`src/rtl/tru_pkg.sv`:
```
// Shared definitions for the serial 2-bit-per-cycle subtractor:
// FSM state encodings and the slice-geometry helpers.
package tru_pkg;

  typedef enum logic [1:0] {
    ST_IDLE = 2'd0,
    ST_RUN  = 2'd1,
    ST_DONE = 2'd2
  } state_e;

  localparam int SLICE_BITS = 2;

  function automatic int slices_per_word(input int w);
    return w / SLICE_BITS;
  endfunction

  // Slice counter never needs fewer than one bit, even for a single slice.
  function automatic int cnt_width(input int w);
    return (slices_per_word(w) > 1) ? $clog2(slices_per_word(w)) : 1;
  endfunction

endpackage

```
`src/rtl/tru_2bit.sv`:
```
// Combinational 2-bit subtractor slice: d = a - b - bi, bo flags a borrow
// out of the slice.
module tru_2bit (
  input  logic [1:0] a,
  input  logic [1:0] b,
  input  logic       bi,
  output logic [1:0] d,
  output logic       bo
);

  logic [2:0] diff_s;

  // Widen by one bit so the borrow appears as the MSB of the wrapped result.
  always_comb begin
    diff_s = {1'b0, a} - {1'b0, b} - {2'b00, bi};
    d      = diff_s[1:0];
    bo     = diff_s[2];
  end

endmodule

```
`src/rtl/tru_serial_ctrl.sv`:
```
// Serial subtractor D = A - B - bin, two bits per cycle LSB-first through a
// single shared tru_2bit slice, sequenced by an IDLE/RUN/DONE FSM.
module tru_serial_ctrl
  import tru_pkg::*;
#(
  parameter int W = 8
) (
  input  logic         clk,
  input  logic         rst,
  input  logic         start,
  input  logic [W-1:0] A,
  input  logic [W-1:0] B,
  input  logic         bin,
  output logic [W-1:0] D,
  output logic         bo,
  output logic         zero,
  output logic         busy,
  output logic         done
);

  localparam int             SLICES   = slices_per_word(W);
  localparam int             CW       = cnt_width(W);
  localparam logic [CW-1:0]  LAST_CNT = CW'(SLICES - 1);

  state_e         state_r;
  state_e         state_next_s;
  logic [CW-1:0]  cnt_r;
  logic [W-1:0]   a_r;
  logic [W-1:0]   b_r;
  logic           borrow_r;
  logic [1:0]     a_slice_s;
  logic [1:0]     b_slice_s;
  logic [1:0]     slice_d_s;
  logic           slice_bo_s;
  logic [W-1:0]   d_next_s;

  tru_2bit u_slice (
    .a  (a_slice_s),
    .b  (b_slice_s),
    .bi (borrow_r),
    .d  (slice_d_s),
    .bo (slice_bo_s)
  );

  // FSM state register.
  always_ff @(posedge clk) begin
    if (rst) begin
      state_r <= ST_IDLE;
    end else begin
      state_r <= state_next_s;
    end
  end

  // FSM next-state decode.
  always_comb begin
    state_next_s = state_r;
    case (state_r)
      ST_IDLE: begin
        if (start) begin
          state_next_s = ST_RUN;
        end else begin
          state_next_s = ST_IDLE;
        end
      end
      ST_RUN: begin
        if (cnt_r == LAST_CNT) begin
          state_next_s = ST_DONE;
        end else begin
          state_next_s = ST_RUN;
        end
      end
      ST_DONE: state_next_s = ST_IDLE;
      default: state_next_s = ST_IDLE;
    endcase
  end

  // Select the current operand slice from the latched operands.
  always_comb begin
    a_slice_s = 2'b00;
    b_slice_s = 2'b00;
    for (int i = 0; i < SLICES; i++) begin
      a_slice_s = (cnt_r == CW'(i)) ? a_r[SLICE_BITS*i +: SLICE_BITS] : a_slice_s;
      b_slice_s = (cnt_r == CW'(i)) ? b_r[SLICE_BITS*i +: SLICE_BITS] : b_slice_s;
    end
  end

  // Merge the slice result into the difference word at the current position.
  always_comb begin
    d_next_s = D;
    for (int i = 0; i < SLICES; i++) begin
      d_next_s[SLICE_BITS*i +: SLICE_BITS] =
        (cnt_r == CW'(i)) ? slice_d_s : D[SLICE_BITS*i +: SLICE_BITS];
    end
  end

  // Datapath registers and registered status outputs.
  always_ff @(posedge clk) begin
    if (rst) begin
      cnt_r    <= {CW{1'b0}};
      a_r      <= {W{1'b0}};
      b_r      <= {W{1'b0}};
      borrow_r <= 1'b0;
      D        <= {W{1'b0}};
      bo       <= 1'b0;
      zero     <= 1'b0;
      busy     <= 1'b0;
      done     <= 1'b0;
    end else begin
      busy <= (state_next_s == ST_RUN);
      done <= (state_next_s == ST_DONE);
      case (state_r)
        ST_IDLE: begin
          if (start) begin
            a_r      <= A;
            b_r      <= B;
            borrow_r <= bin;
            cnt_r    <= {CW{1'b0}};
            D        <= {W{1'b0}};
          end
        end
        ST_RUN: begin
          D        <= d_next_s;
          borrow_r <= slice_bo_s;
          // Counter parks on the last slice rather than wrapping.
          if (cnt_r == LAST_CNT) begin
            bo   <= slice_bo_s;
            zero <= (d_next_s == {W{1'b0}});
          end else begin
            cnt_r <= cnt_r + CW'(1);
          end
        end
        ST_DONE: begin
          cnt_r <= {CW{1'b0}};
        end
        default: begin
          cnt_r <= {CW{1'b0}};
        end
      endcase
    end
  end

endmodule

```
`config.mk`:
```
export PLATFORM = sky130hd
export DESIGN_NAME = tru_serial_ctrl
export DESIGN_NICKNAME = d
export VERILOG_FILES = /design/src/rtl/tru_pkg.sv /design/src/rtl/tru_2bit.sv /design/src/rtl/tru_serial_ctrl.sv
export SDC_FILE = /design/constraint.sdc
export NUM_CORES = 1
export LEC_CHECK = 0
export ABC_AREA = 1
export CORE_UTILIZATION = 45
export DETAILED_ROUTE_END_ITERATION = 8
export GPL_ROUTABILITY_DRIVEN = 0
export PLACE_DENSITY = 0.83
export SETUP_SLACK_MARGIN = 0.2
export SLEW_MARGIN = 20
export SYNTH_ARGS = -nofsm -noshare
export SYNTH_HDL_FRONTEND = slang
export SYNTH_SLANG_ARGS = --single-unit
export TNS_END_PERCENT = 20
```
`constraint.sdc`:
```
create_clock -name clk -period 3.3 [get_ports clk]
set_clock_uncertainty 0.15 [all_clocks]
set_input_delay 0.66 -clock clk [delete_from_list [all_inputs] [get_ports clk]]
set_output_delay 0.66 -clock clk [all_outputs]
set_load 0.02 [all_outputs]
```
* Word-level counts from Yosys, hierarchy flattened *
Index checks and enable logic that the tools add are counted.

word-level totals
  input port bits = 20
  bits in registers = 33

operators by class
  add/subtract/negate cells = 3
  muxes and demuxes = 22
  equal/unequal tests = 8
  reduce and logical (&&, ||, !) cells = 8

operators with widths
  operator                                                          number
  2-bit two-way mux                                                 15
  8-bit case mux with 2 select lines                                1
  8-bit zero test                                                   1
  8-bit two-way mux                                                 1
  2-bit case mux with 2 select lines                                2
  2-bit AND reduction                                               4
  2-bit by 1-bit == test with 1-bit output (second input constant)  3
  2-bit == test (second input constant)                             3
  2-bit zero test                                                   2
  2-bit != test (second input constant)                             2
  2-bit by 2-bit subtractor with 3-bit output                       1
  3-bit by 1-bit subtractor with 3-bit output                       1
  2-bit by 1-bit adder with 2-bit output (second input constant)    1
  1-bit two-way mux                                                 2
  1-bit case mux with 2 select lines                                1
  2-bit nonzero test                                                1

* Longest topological paths before layout *
Gate-level depths: netlist of the first run.

  depth after elaboration = 9
  gate-level depth with buffers = 17
  gate-level depth less buffers = 17

* Hierarchy *
From an unflattened synthesis of the first run, not the netlist that was laid out.

second synthesis, totals
  cells, all modules = 213
  area total of the unflattened synthesis = 1,561.5 sq um

by module, submodules not included
  module           sequential area each (sq um)  instances  cells each  area each (sq um)
  tru_serial_ctrl  660.6                         1          205         1,498.9
  tru_2bit         0.0                           1          8           62.6

* Least setup slack after synthesis of the first run *
OpenSTA, ideal clock, no wires.

  kind = reg-to-reg
  from = reg cnt_r[1]
  to = reg D[3]
  stages on the path, launching flop included = 16
  path slack = 559 ps
  data arrival time = 2,521 ps
  setup time = 71 ps
  buffers on the path = 0
  cells stage by stage = dfxtp_1 -> inv_1 -> ha_1 -> inv_1 -> nand3_1 -> nand2_1 -> o21ai_0 -> nand2_1 -> o21ai_0 -> fa_1 -> inv_1 -> fa_1 -> nand2_1 -> o21ai_0 -> or2_0 -> a21oi_1

between the ends
  word-level cells in the longest chain between the ends = 9
  elaborated cells between the ends (all ways) = 16

RTL lines
  element                                             line                                          source
  start: declaration                                  tru_serial_ctrl.sv:27                         logic [CW-1:0] cnt_r;
  start signal: assignment                            tru_serial_ctrl.sv:99                         cnt_r <= {CW{1'b0}};
  start signal: assignment                            tru_serial_ctrl.sv:117                        cnt_r <= {CW{1'b0}};
  start signal: assignment                            tru_serial_ctrl.sv:129                        cnt_r <= cnt_r + CW'(1);
  2-bit zero test                                     tru_serial_ctrl.sv:82, tru_serial_ctrl.sv:83
  2-bit two-way mux (on tied branches) (4 in series)  tru_serial_ctrl.sv:82, tru_serial_ctrl.sv:83
  2-bit by 2-bit subtractor with 3-bit output         tru_2bit.sv:15                                diff_s = {1'b0, a} - {1'b0, b} - {2'b00, bi};
  3-bit by 1-bit subtractor with 3-bit output         tru_2bit.sv:15
  2-bit two-way mux (*)                               tru_serial_ctrl.sv:92                         (cnt_r == CW'(i)) ? slice_d_s : D[SLICE_BITS*i +: SLICE_BITS];
  8-bit case mux with 2 select lines (*)              tru_serial_ctrl.sv:111                        case (state_r)
  end signal: assignment                              tru_serial_ctrl.sv:103                        D <= {W{1'b0}};
  end signal: assignment                              tru_serial_ctrl.sv:118                        D <= {W{1'b0}};
  end signal: assignment                              tru_serial_ctrl.sv:122                        D <= d_next_s;
  end: declaration                                    tru_serial_ctrl.sv:14                         output logic [W-1:0] D,

Every way passes the cells marked *; elsewhere a longest branch is shown, timed or not.
A chain may end at the register's enable or synchronous reset.

* Worst setup path in the final report of the first run *
  from = reg cnt_r[0]
  to = reg D[3]

Same word-level chain as after synthesis.

==> flow_summary_export.csv, run 1 <==
group,metric,value,unit
status,status,"complete, no violations",
yosys,synth.yosys.warnings,0,
clock_network,clock_sinks,33,
worst_setup_path,rrSetupSlack,0.38,ns
pwr,p_per_area,488,mW/mm^2
final_layout,drive_above_1_share,0.0891,
clock_network,cts.path.max_buffers,2,
final_layout,fill_cells,304,
worst_setup_path,reg2reg_depth,14,
yosys,ys_top_cells_by_area,"dfxtp_1 (43%), nand2_1 (10%), nor2_1 (9.9%)",
timing,whs,0.330,ns
global_routing,grt_usage,0.194,
yosys,synth_flop_cell,"dfxtp_1",
timing,rsz0062_at_grt,"no",
pwr,vdd_ir_drop_max,0.245,mV
yosys,syn_inst,216,
final_layout,multi_input_area,773,um^2
yosys,synth_cell_type_count,22,
clock_network,cts_hold_buf,0,
yosys,syn-mean-instance-area,7.17,um^2
route,via_per_inst,4.94,
clock_network,cts.htree.levels,2,
place,numPortBuffers,31,
yosys,ys_seq_area_frac,0.426,
route,vias,1437,
yosys,synthesis.nets,242,
worst_setup_path,cp_slowest_cell,"fa_1",
route,avgRoutedWirePerCell,10.7,um
final_layout,final_nets,272,
timing,tns,0,ns
route,dr.pass1.iters,6,
worst_setup_path,setup.worst_path.start_class,"flop",
timing,relSlewSlack,0.658,
floorplan,die_y,60.7,um
worst_setup_path,cpPeakStageDelay,0.48,ns
timing,period_needed,2.92,ns
floorplan,core_area,0.00315,mm^2
min_path,hp-class,"flop to flop",
timing,hold_viol,0,
floorplan,start_util,0.491,
final_layout,fin_cells,291,
worst_setup_path,worstReg2RegEnd,"D[3]",
clock_network,clock_latency,0.34,ns
yosys,synth_top_area_frac,0.426,
worst_setup_path,setup.worst_path.class,"flop to flop",
worst_setup_path,critPathArrivalTime,3.04,ns
min_path,hp-start,"D[6]",
clock_network,cts_tree,"built",
floorplan,ios,32,
worst_setup_path,crit_chain,"inv_1 > ha_2 > nand3_1 > nand2_1 > o21ai_0 > nand2_1 > o21ai_0 > fa_1 > inv_1 > fa_1 > nand2_1 > o21ai_0 > or2_0 > a21oi_1",
final_layout,regArea,662,um^2
clock_network,cts_buffers,5,
yosys,synth_area_leader_cell,"dfxtp_1",
worst_setup_path,end_kind,"flop",
worst_setup_path,critPathMaxFanout,8,
worst_setup_path,worstSetupStartpoint,"cnt_r[0]",
timing,drv_slew,0,
job,max_cap_violations,0,
worst_setup_path,reg2reg_from,"cnt_r[0]",
yosys,yosysMostFrequentCell,"nand2_1",
global_routing,antenna_found_initial,0,
place,dp_hpwl,2.38,mm
pwr,leakage,0.834,nW
route,drc,0,
floorplan,fp.dieArea,0.00368,mm^2
route,drt-initial-drc-count,55,
floorplan,die_w,60.7,um
place,dp.cells,283,
global_routing,grt_pass1_wl,5.18,mm
yosys,synth-async-reset-ratio,0,
worst_setup_path,crit_path_end,"D[3]",
yosys,synth-seq-cells,33,
timing,fmaxAchievable,342,MHz
timing,finalSetupViolCount,0,
timing,finalCritPeriodShare,0.885,
yosys,synth_common_cells,"nand2_1 (42), nor2_1 (41), dfxtp_1 (33), o21ai_0 (26)",
clock_network,cts.reportedPaths.clkPinSlew,0.10,ns
global_routing,grt_pass1_vias,1222,
pwr,power,0.000957,W
timing,max_slew.worst_pin.slew,0.513,ns
final_layout,antenna_cells,0,
floorplan,rows,20,
final_layout,layout-area-overhead-vs-synth,26.7,%
global_routing,grt_max_degree,22,
yosys,synth_enable_flop_cells,0,
worst_setup_path,required,3.42,ns
route,ant_nets,0,
global_routing,grt_overflow_total,0,
clock_network,cts-root-buf,"clkbuf_4",
yosys,netlist_area,0.00155,mm^2
route,drt_wl_total,3.12,mm
final_layout,fin_util,0.622,
-- cells by family (layout without fill, tap and decap cells) --
kind of cell / count (synthesis) / count (layout) / synth area share
simple gates: 102 / 102 / 0.279
compound gates: 47 / 47 / 0.157
flops: 33 / 33 / 0.426
buf+inv: 28 / 59 / 0.0792
fa+ha+maj: 6 / 6 / 0.0582
-- routing by layer --
| metal | global-route usage | vias to the layer above | routed length [um] |
|---|---|---|---|
| met5 | 0 | - | 0 |
| met4 | 0.0747 | 0 | 50 |
| met3 | 0.0704 | 6 | 120 |
| met2 | 0.322 | 28 | 1520 |
| met1 | 0.230 | 658 | 1430 |
| li1 | - | 745 | - |
-- where the power goes --
part	switching, W	total [W]	leakage [nW]	internal (W)
sequential	0.0000160	0.000440	0.271	0.000424
combinational	0.000119	0.000206	0.517	0.0000869
clock	0.000131	0.000311	0.0455	0.000181
total	0.000266	0.000957	0.834	0.000692
-- final cells by class --
type                    count  share of cell area
multi-input cells         155               0.394
clock buffers               7              0.0281
flip-flops and latches     33               0.337
well taps                  44              0.0281
clock inverters             1              0.0153
repair buffers             31               0.158
inverters                  20              0.0389
-- registers in the layout, indices dropped and copies added (netlist names) --
signal	flops
D	8
a_r	8
b_r	8
bo	1
borrow_r	1
busy	1
cnt_r	2
done	1
state_r	2
zero	1
-- layout by cell type (no fill, tap or decap), drive strengths merged --
cell type,count
fa,2
nand3,10
dfxtp,33
bufinv,1
clkbuf,7
or2,3
o21a,2
ha,4
o211ai,1
clkinv,1
nor2,45
a21oi,17
nand2,44
clkdlybuf4s50,31
inv,19
o21ai,27
-- per-stage QoR --
stage	instance area, um^2	setup slack [ns]
final	1960	0.380
after detailed placement	1870	0.308
after CTS	1950	0.289
after floorplan	1550	0.559
after global placement	1870	0.440
after global routing	1960	0.179
-- worst min path at each step --
stage / depth (start not counted) / endpoint
CTS: 2 / D[6]
global placement: 2 / borrow_r
global route: 2 / D[0]
detailed placement: 2 / D[6]
floorplan: 2 / a_r[4]
finish: 2 / D[6]
-- critical path: cells and delay by family, from the launching register on --
family	cells	cell delay [ns]
flops	1	0.36
compound gates	4	0.44
simple gates	5	0.54
buf+inv	2	0.21
fa+ha+maj	3	1.15
-- repair_timing --
| item | in CTS | in global routing |
|---|---|---|
| setup endpoints to repair | 0 | 4 |
| gates resized for setup | 0 | 6 |
| setup buffers | 0 | 0 |
No activity file was read; power rests on OpenSTA's default activity.
==> run 2: changes to the inputs <==
Settings changed: CORE_MARGIN from default to 4.
==> run 2 against run 1 <==
- fmax fell by 0.68%
- clock-buffer cell count fell by 1
- die area rose by 21%
- total power fell by 9.3%
- sequential power barely moved
- non-clock buffer count rose by 1
- clock power fell by 31%
- largest power group unchanged
- sequential share of layout area rose by 0.11 points
- worst hold slack improved by 0.0072 ns
- critical path depth rose by 1
==> flow_summary_export.csv, run 2 (same netlist as run 1, synthesis figures left out) <==
group,metric,value,unit
final_layout,reg_top3,"D x8, a_r x8, b_r x8",
floorplan,start_util,0.464,
timing,period_needed,2.94,ns
worst_setup_path,required,3.41,ns
route,ant_nets,0,
pwr,combPwrFrac,0.247,
worst_setup_path,cp_slowest_cell,"fa_2",
pwr,internal_power,0.000596,W
timing,fmaxAchievable,340,MHz
worst_setup_path,critPathArrivalTime,3.05,ns
floorplan,fp.dieArea,0.00444,mm^2
final_layout,layout-area-overhead-vs-synth,26.7,%
floorplan,ios,32,
timing,rsz0062_at_grt,"no",
clock_network,ctsResizeCount,0,
pwr,power.share.sequential,0.506,
floorplan,core_area,0.00334,mm^2
route,vias,1417,
final_layout,final_nets,273,
clock_network,cts.path.max_buffers,2,
timing,whs,0.337,ns
worst_setup_path,worstReg2RegEnd,"D[3]",
clock_network,clock_sinks,33,
worst_setup_path,cpPeakStageDelay,0.47,ns
job,max_cap_violations,0,
clock_network,cts.reportedPaths.clkPinSlew,0.11,ns
route,drc,0,
timing,finalSetupViolCount,0,
clock_network,cts-root-buf,"clkbuf_4",
pwr,leakage,0.829,nW
timing,drv_slew,0,
clock_network,cts_tree,"built",
clock_network,cts_hold_buf,0,
place,numPortBuffers,31,
status,status,"complete, no violations",
route,dr.pass1.iters,5,
route,via_per_inst,4.82,
final_layout,antenna_cells,0,
final_layout,drive_above_1_share,0.0927,
worst_setup_path,critPathMaxFanout,7,
worst_setup_path,rrSetupSlack,0.36,ns
global_routing,antenna_found_initial,0,
final_layout,stdcell_area,0.00196,mm^2
timing,hold_viol,0,
pwr,p_per_area,443,mW/mm^2
global_routing,grt_max_degree,22,
timing,relSlewSlack,0.658,
place,dp.cells,286,
clock_network,cts_setup_buffers,0,
pwr,p_sw,0.000273,W
worst_setup_path,reg2reg_depth,15,
floorplan,die_w,66.7,um
pwr,vdd_ir_drop_max,0.253,mV
final_layout,fin_cells,294,
worst_setup_path,setup.worst_path.class,"flop to flop",
floorplan,die_y,66.7,um
worst_setup_path,crit_path_end,"D[3]",
global_routing,grt_pass1_vias,1295,
worst_setup_path,cp_num_buf_inv,3,
worst_setup_path,end_kind,"flop",
final_layout,fin_util,0.588,
final_layout,final_common_cell,"nand2_1",
final_layout,fill_cells,332,
floorplan,rows,21,
worst_setup_path,worstSetupStartpoint,"cnt_r[1]",
route,avgRoutedWirePerCell,11.8,um
place,dpl_cell_area,0.00188,mm^2
worst_setup_path,crit_chain,"inv_1 > ha_2 > inv_2 > nand3_1 > nand2_1 > o21ai_0 > nand2_1 > o21ai_0 > fa_1 > inv_1 > fa_2 > nand2_1 > o21ai_0 > or2_0 > a21oi_1",
worst_setup_path,setup.worst_path.start_class,"flop",
place,dp_hpwl,2.43,mm
global_routing,grt_overflow_total,0,
global_routing,grt_usage,0.167,
route,drt-initial-drc-count,39,
clock_network,clock_latency,0.34,ns
worst_setup_path,reg2reg_from,"cnt_r[1]",
pwr,power.share.switching,0.314,
pwr,p_clk_frac,0.246,
clock_network,cts_buffers,5,
global_routing,grt_pass1_wl,5.62,mm
route,drt_wl_total,3.47,mm
final_layout,layout_common_cells,"nand2_1 (42), nor2_1 (41), dfxtp_1 (32)",
timing,tns,0,ns
clock_network,cts.htree.levels,2,
timing,finalCritPeriodShare,0.891,
min_path,hp-class,"flop to flop",
worst_setup_path,critical-path-top-delay-family,"adder cells",
timing,max_slew.worst_pin.slew,0.512,ns
worst_setup_path,cp.depth,15,
[run 2: worst reg2reg max path, stage by stage (launching register included)]
cell	delay [ns]
dfxtp_4	0.38
inv_1	0.09
ha_2	0.23
inv_2	0.10
nand3_1	0.08
nand2_1	0.07
o21ai_0	0.07
nand2_1	0.05
o21ai_0	0.11
fa_1	0.40
inv_1	0.09
fa_2	0.47
nand2_1	0.08
o21ai_0	0.11
or2_0	0.23
a21oi_1	0.16
[run 2: per-layer routing]
metal,up-vias,part of all wire,GRT usage
met4,0,0.025,0.0838
met1,621,0.45,0.206
met5,-,0,0
met2,39,0.48,0.274
met3,10,0.045,0.0354
li1,747,-,-
[run 2: per-stage QoR]
| step | power [W] | setup slack, ns |
|---|---|---|
| global route | 0.000924 | 0.175 |
| finish | 0.000869 | 0.360 |
| floorplan | 0.000591 | 0.559 |
| global placement | 0.000647 | 0.453 |
| CTS | 0.000857 | 0.305 |
| detailed placement | 0.000652 | 0.327 |
[run 2: layout make-up]
class	count	area [um^2]	share of cell area
Clock inverter	2	10.0	0.00510
Multi-Input combinational cell	155	796	0.405
Tap cell	46	57.6	0.0293
Clock buffer	6	41.3	0.0210
Inverter	20	76.3	0.0389
Sequential cell	33	664	0.338
Timing Repair Buffer	32	318	0.162
[run 2: power groups by stage]
stage	clock, W	combinational, W	sequential, W
5_1_grt	0.000233	0.000247	0.000443
3_3_place_gp	0	0.000199	0.000448
3_5_place_dp	0	0.000203	0.000449
4_1_cts	0.000214	0.000203	0.000440
2_1_floorplan	0	0.000141	0.000450
6_report	0.000214	0.000215	0.000440
[run 2: worst min-delay path by stage]
stage / start / endpoint / slack, ns / depth (start not counted)
after CTS: D[0] / D[0] / 0.34 / 2
after floorplan: a_r[4] / a_r[4] / 0.30 / 2
after detailed placement: bo / bo / 0.32 / 2
after global routing: D[6] / D[6] / 0.35 / 2
final: D[4] / D[4] / 0.34 / 2
after global placement: borrow_r / borrow_r / 0.31 / 2
